## config.mk

```make
export PLATFORM = sky130hd
export DESIGN_NAME = li_rr_arbiter
export DESIGN_NICKNAME = d
export VERILOG_FILES = /design/src/rtl/li_rr_arbiter.sv
export SDC_FILE = /design/constraint.sdc
export NUM_CORES = 1
export LEC_CHECK = 0
export ABC_AREA = 1
export BUFFER_PORTS_ARGS = -buffer_cell sky130_fd_sc_hd__buf_2
export CORE_UTILIZATION = 39
export CTS_CLUSTER_DIAMETER = 80
export CTS_CLUSTER_SIZE = 10
export DETAILED_ROUTE_END_ITERATION = 10
export PLACE_DENSITY = 0.78
export SLEW_MARGIN = 10
export SYNTH_ARGS = -nofsm -noshare
export SYNTH_HDL_FRONTEND = slang
export SYNTH_SLANG_ARGS = --single-unit
```

## constraint.sdc

```tcl
create_clock -name clock -period 2.5 [get_ports clock]
set_clock_uncertainty 0.2 [all_clocks]
set_input_delay 0.125 -clock clock [delete_from_list [all_inputs] [get_ports clock]]
set_output_delay 0.125 -clock clock [all_outputs]
set_load 0.05 [all_outputs]
```

## src/rtl/li_rr_arbiter.sv

```systemverilog
// rtl/li_rr_arbiter.sv - round-robin arbiter with per-owner burst lock feeding one registered valid/ready stage
module li_rr_arbiter #(
   parameter int DATA_WIDTH = 32,
   parameter int NUM_PORTS  = 4,
   parameter int BURST_LEN  = 2,
   parameter int SEL_WIDTH  = $clog2(NUM_PORTS)
) (
   input  logic                            clock,
   input  logic                            reset,
   input  logic [NUM_PORTS*DATA_WIDTH-1:0] i_data,
   input  logic [NUM_PORTS-1:0]            i_valid,
   output logic [NUM_PORTS-1:0]            o_ready,
   output logic [DATA_WIDTH-1:0]           o_data,
   output logic                            o_valid,
   input  logic                            i_ready,
   output logic [SEL_WIDTH-1:0]            o_grant
);

   localparam int CNT_WIDTH = $clog2(BURST_LEN + 1);
   localparam logic [CNT_WIDTH-1:0] CNT_RELOAD = CNT_WIDTH'(BURST_LEN - 1);
   localparam logic [SEL_WIDTH-1:0] LAST_PORT  = SEL_WIDTH'(NUM_PORTS - 1);

   function automatic logic [SEL_WIDTH-1:0] next_port(input logic [SEL_WIDTH-1:0] p);
      return (p == LAST_PORT) ? '0 : p + SEL_WIDTH'(1);
   endfunction

   logic                  valid_q, valid_d;
   logic [DATA_WIDTH-1:0] data_q, data_d;
   logic [SEL_WIDTH-1:0]  grant_q, grant_d;
   logic [SEL_WIDTH-1:0]  owner_q, owner_d;
   logic [SEL_WIDTH-1:0]  ptr_q, ptr_d;
   logic [CNT_WIDTH-1:0]  cnt_q, cnt_d;

   logic                  load;
   logic                  locked;
   logic                  cont;
   logic                  gv;
   logic [SEL_WIDTH-1:0]  grant;
   logic [DATA_WIDTH-1:0] gdata;

   always_comb begin
      load   = !valid_q || i_ready;
      locked = (cnt_q != '0);
      cont   = locked && i_valid[owner_q];
      gv     = 1'b0;
      grant  = '0;
      gdata  = '0;

      // Scan ptr..NUM_PORTS-1 first, then wrap to 0..ptr-1.
      if (cont) begin
         gv    = 1'b1;
         grant = owner_q;
      end else begin
         for (int k = 0; k < NUM_PORTS; k++) begin
            if (!gv && i_valid[k] && (SEL_WIDTH'(k) >= ptr_q)) begin
               gv    = 1'b1;
               grant = SEL_WIDTH'(k);
            end
         end
         for (int k = 0; k < NUM_PORTS; k++) begin
            if (!gv && i_valid[k] && (SEL_WIDTH'(k) < ptr_q)) begin
               gv    = 1'b1;
               grant = SEL_WIDTH'(k);
            end
         end
      end

      for (int k = 0; k < NUM_PORTS; k++) begin
         if (grant == SEL_WIDTH'(k)) begin
            gdata = i_data[k*DATA_WIDTH +: DATA_WIDTH];
         end
      end

      for (int k = 0; k < NUM_PORTS; k++) begin
         o_ready[k] = load && gv && (grant == SEL_WIDTH'(k));
      end

      valid_d = valid_q;
      data_d  = data_q;
      grant_d = grant_q;
      owner_d = owner_q;
      ptr_d   = ptr_q;
      cnt_d   = cnt_q;

      if (load) begin
         if (gv) begin
            valid_d = 1'b1;
            data_d  = gdata;
            grant_d = grant;
            owner_d = grant;
            cnt_d   = cont ? (cnt_q - CNT_WIDTH'(1)) : CNT_RELOAD;
            if (cnt_d == '0) begin
               ptr_d = next_port(grant);
            end
         end else begin
            valid_d = 1'b0;
            // Owner vanished mid-burst with nobody else asking: release the lock.
            if (locked) begin
               cnt_d = '0;
               ptr_d = next_port(owner_q);
            end
         end
      end
   end

   always_ff @(posedge clock or posedge reset) begin
      if (reset) begin
         valid_q <= 1'b0;
         data_q  <= '0;
         grant_q <= '0;
         owner_q <= '0;
         ptr_q   <= '0;
         cnt_q   <= '0;
      end else begin
         valid_q <= valid_d;
         data_q  <= data_d;
         grant_q <= grant_d;
         owner_q <= owner_d;
         ptr_q   <= ptr_d;
         cnt_q   <= cnt_d;
      end
   end

   assign o_valid = valid_q;
   assign o_data  = data_q;
   assign o_grant = grant_q;

endmodule

```

==> results.py, run 1 <==
metrics = {
    "detailed_routing": {
        "drt_first_pass_iters": 8,
        "post-route-drc-count": 10,
        "drt-vias-per-instance": 5.39,
        "wl_mm": 11.1,
        "post_drt_wl_per_cell_um": 15.9,
        "antenna_left": 0,
        "num_vias": 3775,
        "drt_iter0_drc": 221,
    },
    "clocking": {
        "cts.sinks": 39,
        "cts_tree": "done",
        "clk_path_buf_depth": 2,
        "clockRootBuffer": "clkbuf_8",
        "worstSkewPairLatency_ns": 0.30,
        "htreeDepth": 2,
        "cts_buffers": 5,
        "clk_pin_slew_ns": 0.08,
    },
    "critical_path": {
        "start_kind": "register",
        "cp.required_ns": 2.17,
        "crit_path_cell_trace": "nand2_2, a21oi_4, nand4_1, o211ai_1, o21ai_2, inv_2, ha_4, inv_2, buf_12, nor2_4, buf_6",
        "critical_path_arrival_ns": 2.19,
        "crit_buf_inv": 4,
        "crit_type": "reg2out",
        "critPathCaptureType": "primary output",
        "timing.critical_path.mode_cell": "inv_2",
        "max_stage_delay_ns": 0.40,
        "cp_top_family": "compound AO/OA/AOI/OAI gates",
        "cpMaxStageDelayCell": "dfrtp_1",
        "worstPathMaxFanout": 8,
    },
    "yosys": {
        "avgSynthCellArea_um2": 7.12,
        "syn_area_um2": 2680,
        "netlist_instances": 377,
        "ys_async_sr_fraction": 1.00,
        "ys_top_cells_by_area": "dfrtp_1 36%, nand2_1 17%, o211ai_1 9.2%",
        "synth_top_area_cell": "dfrtp_1",
        "yosysWarnings": 0,
        "yosys.area.top_type_share": 0.364,
        "synth.distinct_cells": 21,
        "yosysMostFrequentCell": "nand2_1",
        "synth_edf_count": 0,
        "synth_common_cells": "118 x nand2_1, 41 x nor2_1, 39 x dfrtp_1",
        "syn-num-nets": 518,
        "seq_area_frac_synth": 0.364,
        "synth-seq-cells": 39,
        "ys.flop_type": "dfrtp_1",
    },
    "floorplan": {
        "die_area_um2": 7220,
        "io_pins": 174,
        "initial_utilization": 0.413,
        "fp-row-count": 29,
        "die_h_um": 85.0,
        "die_w_um": 85.0,
        "coreArea_um2": 6490,
    },
    "cells_and_area": {
        "drive_gt1_frac": 0.388,
        "fin_nets": 763,
        "diodes": 0,
        "areaGrowthSynthToFinish_pct": 72.8,
    },
    "power": {
        "leakage_nw": 2.30,
        "vdd_drop_max_mv": 0.815,
        "powerDensity_nw_per_um2": 1690,
    },
    "placement": {
        "hpwlAfterDp_mm": 6.54,
        "port_buffers": 173,
        "place_ws_ns": -0.0197,
        "gp_congestion": 0.948,
    },
    "global_route": {
        "grt_overflow": 0,
        "grt_max_degree": 60,
        "grt_pass1_wl_mm": 16.8,
        "grt_pass1_vias": 3742,
        "grt_use_total": 0.295,
        "antenna_found_initial": 0,
    },
    "sta": {
        "rsz0062_at_grt": "true",
        "hold_viol": 0,
        "min_period_ns": 2.51,
        "setup_viol_count_final": 4,
        "worst_slew_pin_slew_ns": 0.897,
        "fin_tns_setup_ns": -0.0239,
        "post-route-period-util": 1.00,
        "max_slew_margin": 0.398,
        "finalWorstSetupSlack_ns": -0.0117,
        "slew_viol_final": 0,
        "fmax_ghz": 0.398,
    },
    "run": {
        "drv_cap": 0,
    },
    "outcome": {
        "violations": "design-rule violations, negative setup slack",
        "status": "finished, violations left",
    },
    "hold_path": {
        "hp-class": "in2reg",
    },
}
-- final timing paths --
kind	cells after the start	start	slack [ns]	to
min in group asynchronous	3	reset	0.28	o_data[3]
setup reg to reg	15	owner_q[0]	-0.01	o_data[1]
hold reg to reg	2	o_data[24]	0.35	o_data[24]
max in group asynchronous	4	reset	1.14	o_data[9]
hold / removal	3	i_data[68]	0.006	o_data[4]
setup / recovery	11	ptr_q[0]	-0.01	o_ready[2]
-- worst reg2reg max path: cells and delay by family (launching register included) --
| kind | cells | cell delay, ns |
|---|---|---|
| AND/OR/NAND/NOR | 7 | 0.66 |
| adder cells (fa/ha/maj) | 1 | 0.23 |
| buffers and inverters | 3 | 0.31 |
| AO/OA/AOI/OAI | 4 | 0.59 |
| flip-flops | 1 | 0.44 |
-- kinds of logic (layout without fill, tap and decap cells) --
kind of cell | after synthesis | after routing | share of synthesized area
adder cells (fa/ha/maj) | 6 | 6 | 0.0280
AND/OR/NAND/NOR | 174 | 174 | 0.262
AO/OA/AOI/OAI | 109 | 109 | 0.257
flip-flops | 39 | 39 | 0.364
buffers and inverters | 49 | 295 | 0.0895
-- report_power, final --
part           total (mW)  internal (mW)  leakage [nW]  switching (mW)
Combinational        6.16           2.20          1.80            3.96
Sequential           1.18          0.977         0.452           0.204
Clock               0.483          0.252        0.0515           0.231
-- through the flow --
stage / cell area, um^2 / instances / power, mW / hold WS (ns) / utilization
after floorplan: 2720 / 377 / 5.08 / 0.0750 / -
after global placement: 3630 / 613 / 6.30 / 0.0333 / 0.559
after detailed placement: 3630 / 613 / 6.42 / 0.0463 / 0.559
after CTS: 4470 / 691 / 7.19 / 0.000651 / 0.688
after global routing: 4640 / 700 / 8.39 / 0.00805 / 0.714
final: 4640 / 700 / 7.83 / 0.00574 / 0.714
-- area by class of cell --
cell class,instances,area [um^2]
Fill cell,519,1860
Clock buffer,8,100
Timing Repair Buffer,267,1820
Sequential cell,39,978
Multi-Input combinational cell,289,1570
Tap cell,77,96.3
Inverter,20,77.6
-- registers in the layout (all words and copies together) (netlist names) --
signal and flops:
o_valid 1, cnt_q 2, o_data 32, ptr_q 2, owner_q 2
-- routing by layer --
layer	GRT usage	part of all wire	up-vias	wire length, um
li1	-	-	1767	-
met1	0.334	0.39	1722	4300
met2	0.524	0.50	229	5510
met3	0.0516	0.067	57	746
met4	0.166	0.051	0	563
met5	0	0	-	0
-- layout by cell type, fill, tap and decap left out --
cell type and count:
a21oi_1 35, a21oi_4 2, a31oi_1 32, buf_12 3
buf_2 169, buf_4 20, buf_6 6, buf_8 1
clkbuf_1 1, clkbuf_4 1, clkbuf_8 7, clkinv_1 1
dfrtp_1 37, dfrtp_2 2, dlygate4sd3_1 67, ha_1 2
ha_2 1, ha_4 3, inv_1 10, inv_2 8
inv_4 1, nand2_1 111, nand2_2 9, nand2_4 2
nand3_1 5, nand3_2 1, nand4_1 3, nand4_4 1
nor2_1 37, nor2_4 4, nor3_1 1, o211ai_1 33
o21ai_0 4, o21ai_1 2, o21ai_2 1
-- timing repair --
item                                    CTS  global route
hold endpoints to repair                 56             0
gates cloned                              0             1
hold buffers                             67             0
setup buffers                             3             9
endpoints found under the setup margin   20            36
pin swaps                                 0            21
resized for setup                        14            33
(Power assumes the default switching activity.)
==> inputs of run 2 (changes only) <==
Settings changed: ABC_AREA 1 to not set, CORE_UTILIZATION 39 to 40.
==> results.py, run 2 <==
metrics = {
    "outcome": {
        "status": "finished, violations left",
        "violations": "negative setup slack",
    },
    "critical_path": {
        "cp.required_ns": 2.17,
        "critical_path_arrival_ns": 2.46,
        "crit_type": "reg2out",
        "rrSetupSlack_ns": -0.28,
        "start_kind": "register",
        "worstPathMaxFanout": 8,
        "critPathCaptureType": "primary output",
    },
    "detailed_routing": {
        "wl_mm": 12.2,
        "drt_first_pass_iters": 4,
        "num_vias": 3725,
        "drt_iter0_drc": 198,
        "post-route-drc-count": 0,
        "post_drt_wl_per_cell_um": 18.0,
        "antenna_left": 0,
        "drt-vias-per-instance": 5.46,
    },
    "sta": {
        "max_slew_margin": 0.655,
        "post-route-period-util": 1.11,
        "worst_slew_pin_slew_ns": 0.517,
        "min_period_ns": 2.78,
        "hold_viol": 0,
        "slew_viol_final": 0,
        "fmax_ghz": 0.359,
        "setup_viol_count_final": 36,
        "whs_ns": 0.000951,
        "finalWorstSetupSlack_ns": -0.284,
        "fin_tns_setup_ns": -7.73,
        "rsz0062_at_grt": "true",
    },
    "cells_and_area": {
        "fill_cells": 441,
        "drive_gt1_frac": 0.551,
        "seq_area_um2": 978,
        "final_cell_mix": "169 x buf_2, 64 x nand2_1, 46 x nor2b_1",
        "diodes": 0,
        "final_common_cell": "buf_2",
        "areaGrowthSynthToFinish_pct": 85.9,
        "largest_reg_flops": 32,
        "fin_nets": 726,
        "multi_input_area_um2": 2290,
    },
    "run": {
        "drv_cap": 0,
    },
    "yosys": {
        "ys_top_cells_by_area": "dfrtp_1 33%, nor2b_1 14%, a221oi_1 9.6%",
        "ys_async_sr_fraction": 1.00,
        "synth_edf_count": 0,
        "ys.flop_type": "dfrtp_1",
        "syn-num-nets": 499,
        "netlist_instances": 358,
        "synth.distinct_cells": 36,
        "yosysMostFrequentCell": "nand2_1",
        "yosys.area.top_type_share": 0.333,
        "synth_top_area_cell": "dfrtp_1",
        "synth_common_cells": "68 x nand2_1, 65 x nor2b_1, 39 x dfrtp_1",
        "syn_area_um2": 2930,
        "avgSynthCellArea_um2": 8.18,
        "seq_area_frac_synth": 0.333,
        "yosysWarnings": 0,
        "synth-seq-cells": 39,
    },
    "floorplan": {
        "die_h_um": 87.6,
        "fp-row-count": 30,
        "io_pins": 174,
        "die_w_um": 87.6,
        "die_area_um2": 7670,
        "coreArea_um2": 6940,
        "initial_utilization": 0.422,
    },
    "clocking": {
        "clockRootBuffer": "clkbuf_8",
        "clk_path_buf_depth": 2,
        "worstSkewPairLatency_ns": 0.30,
        "clk_pin_slew_ns": 0.09,
        "cts_buffers": 5,
        "htreeDepth": 2,
        "cts_tree": "done",
        "cts.sinks": 39,
    },
    "power": {
        "vdd_drop_max_mv": 0.927,
        "powerDensity_nw_per_um2": 1790,
        "leakage_nw": 2.51,
    },
    "placement": {
        "port_buffers": 173,
        "gp_congestion": 0.798,
        "hpwlAfterDp_mm": 6.91,
    },
    "global_route": {
        "grt-busiest-layer": "met2",
        "antenna_found_initial": 0,
        "grt_use_total": 0.290,
        "grt_pass1_wl_mm": 17.1,
        "grt_pass1_vias": 3590,
        "use_met2": 0.560,
        "grt_overflow": 0,
        "met3_usage": 0.0386,
        "met1_usage": 0.324,
        "grt_max_degree": 55,
    },
    "hold_path": {
        "hp-class": "in2reg",
    },
}
-- run 2: layer usage --
layer  up-vias  share of wire
met2       158           0.53
li1       1742              -
met3        25          0.048
met1      1800           0.40
met4         0          0.022
met5         -              0
-- run 2: worst paths after layout --
check | from | end | cells past startpoint
min | i_data[117] | o_data[21] | 4
max | cnt_q[0] | o_ready[2] | 10
min reg2reg | o_data[9] | o_data[9] | 2
min in group asynchronous | reset | o_data[2] | 4
max in group asynchronous | reset | owner_q[1] | 4
max reg2reg | cnt_q[0] | o_data[13] | 12
-- run 2: critical path: stages (launching register included) --
cell,delay [ns]
dfrtp_1,0.37
inv_2,0.05
ha_4,0.17
or2_4,0.25
or2_4,0.24
buf_4,0.15
a21oi_4,0.18
buf_6,0.13
ha_4,0.24
and3_4,0.22
buf_8,0.14
-- run 2: kinds of logic (layout without fill, tap and decap cells) --
logic type	Yosys count	count (layout)	share of synthesized area
and+or+nand+nor	152	152	0.266
muxes	6	6	0.0222
AOI/OAI and AO/OA	115	115	0.292
DFF	39	39	0.333
adders and majority gates	6	6	0.0256
buffers and inverters	40	268	0.0607
-- run 2: power by group --
group | switching (mW) | internal [mW] | leakage (nW)
sequential | 0.169 | 0.924 | 0.481
clock | 0.246 | 0.323 | 0.0612
combinational | 4.17 | 3.90 | 1.97
total | 4.59 | 5.15 | 2.51
-- run 2: metrics by stage --
| step | area [um^2] | setup slack, ns | cells | util | power, mW |
|---|---|---|---|---|---|
| 2_1_floorplan | 3270 | -0.244 | 358 | - | 5.39 |
| 6_report | 5440 | -0.284 | 682 | 0.784 | 9.74 |
| 5_1_grt | 5440 | -0.333 | 682 | 0.784 | 10.2 |
| 3_5_place_dp | 4310 | -0.255 | 621 | 0.621 | 6.68 |
| 3_3_place_gp | 4310 | -0.170 | 621 | 0.621 | 6.54 |
| 4_1_cts | 5190 | -0.187 | 672 | 0.748 | 8.85 |
-- run 2: layout make-up --
class                      count  area share
multi-input combinational    279       0.422
timing repair buffer         253       0.350
sequential                    39       0.180
tap                           96      0.0221
clock buffer                   6      0.0152
clock inverter                 2     0.00644
inverter                       7     0.00483
-- run 2: timing repair --
| item | in CTS | in global routing |
|---|---|---|
| cloned | 7 | 3 |
| setup endpoints to repair | 36 | 36 |
| endpoints found under the hold margin | 58 | 0 |
| hold buffers | 20 | 0 |
| buffers inserted | 16 | 8 |
| pin swaps | 17 | 11 |
| gates resized for setup | 70 | 26 |
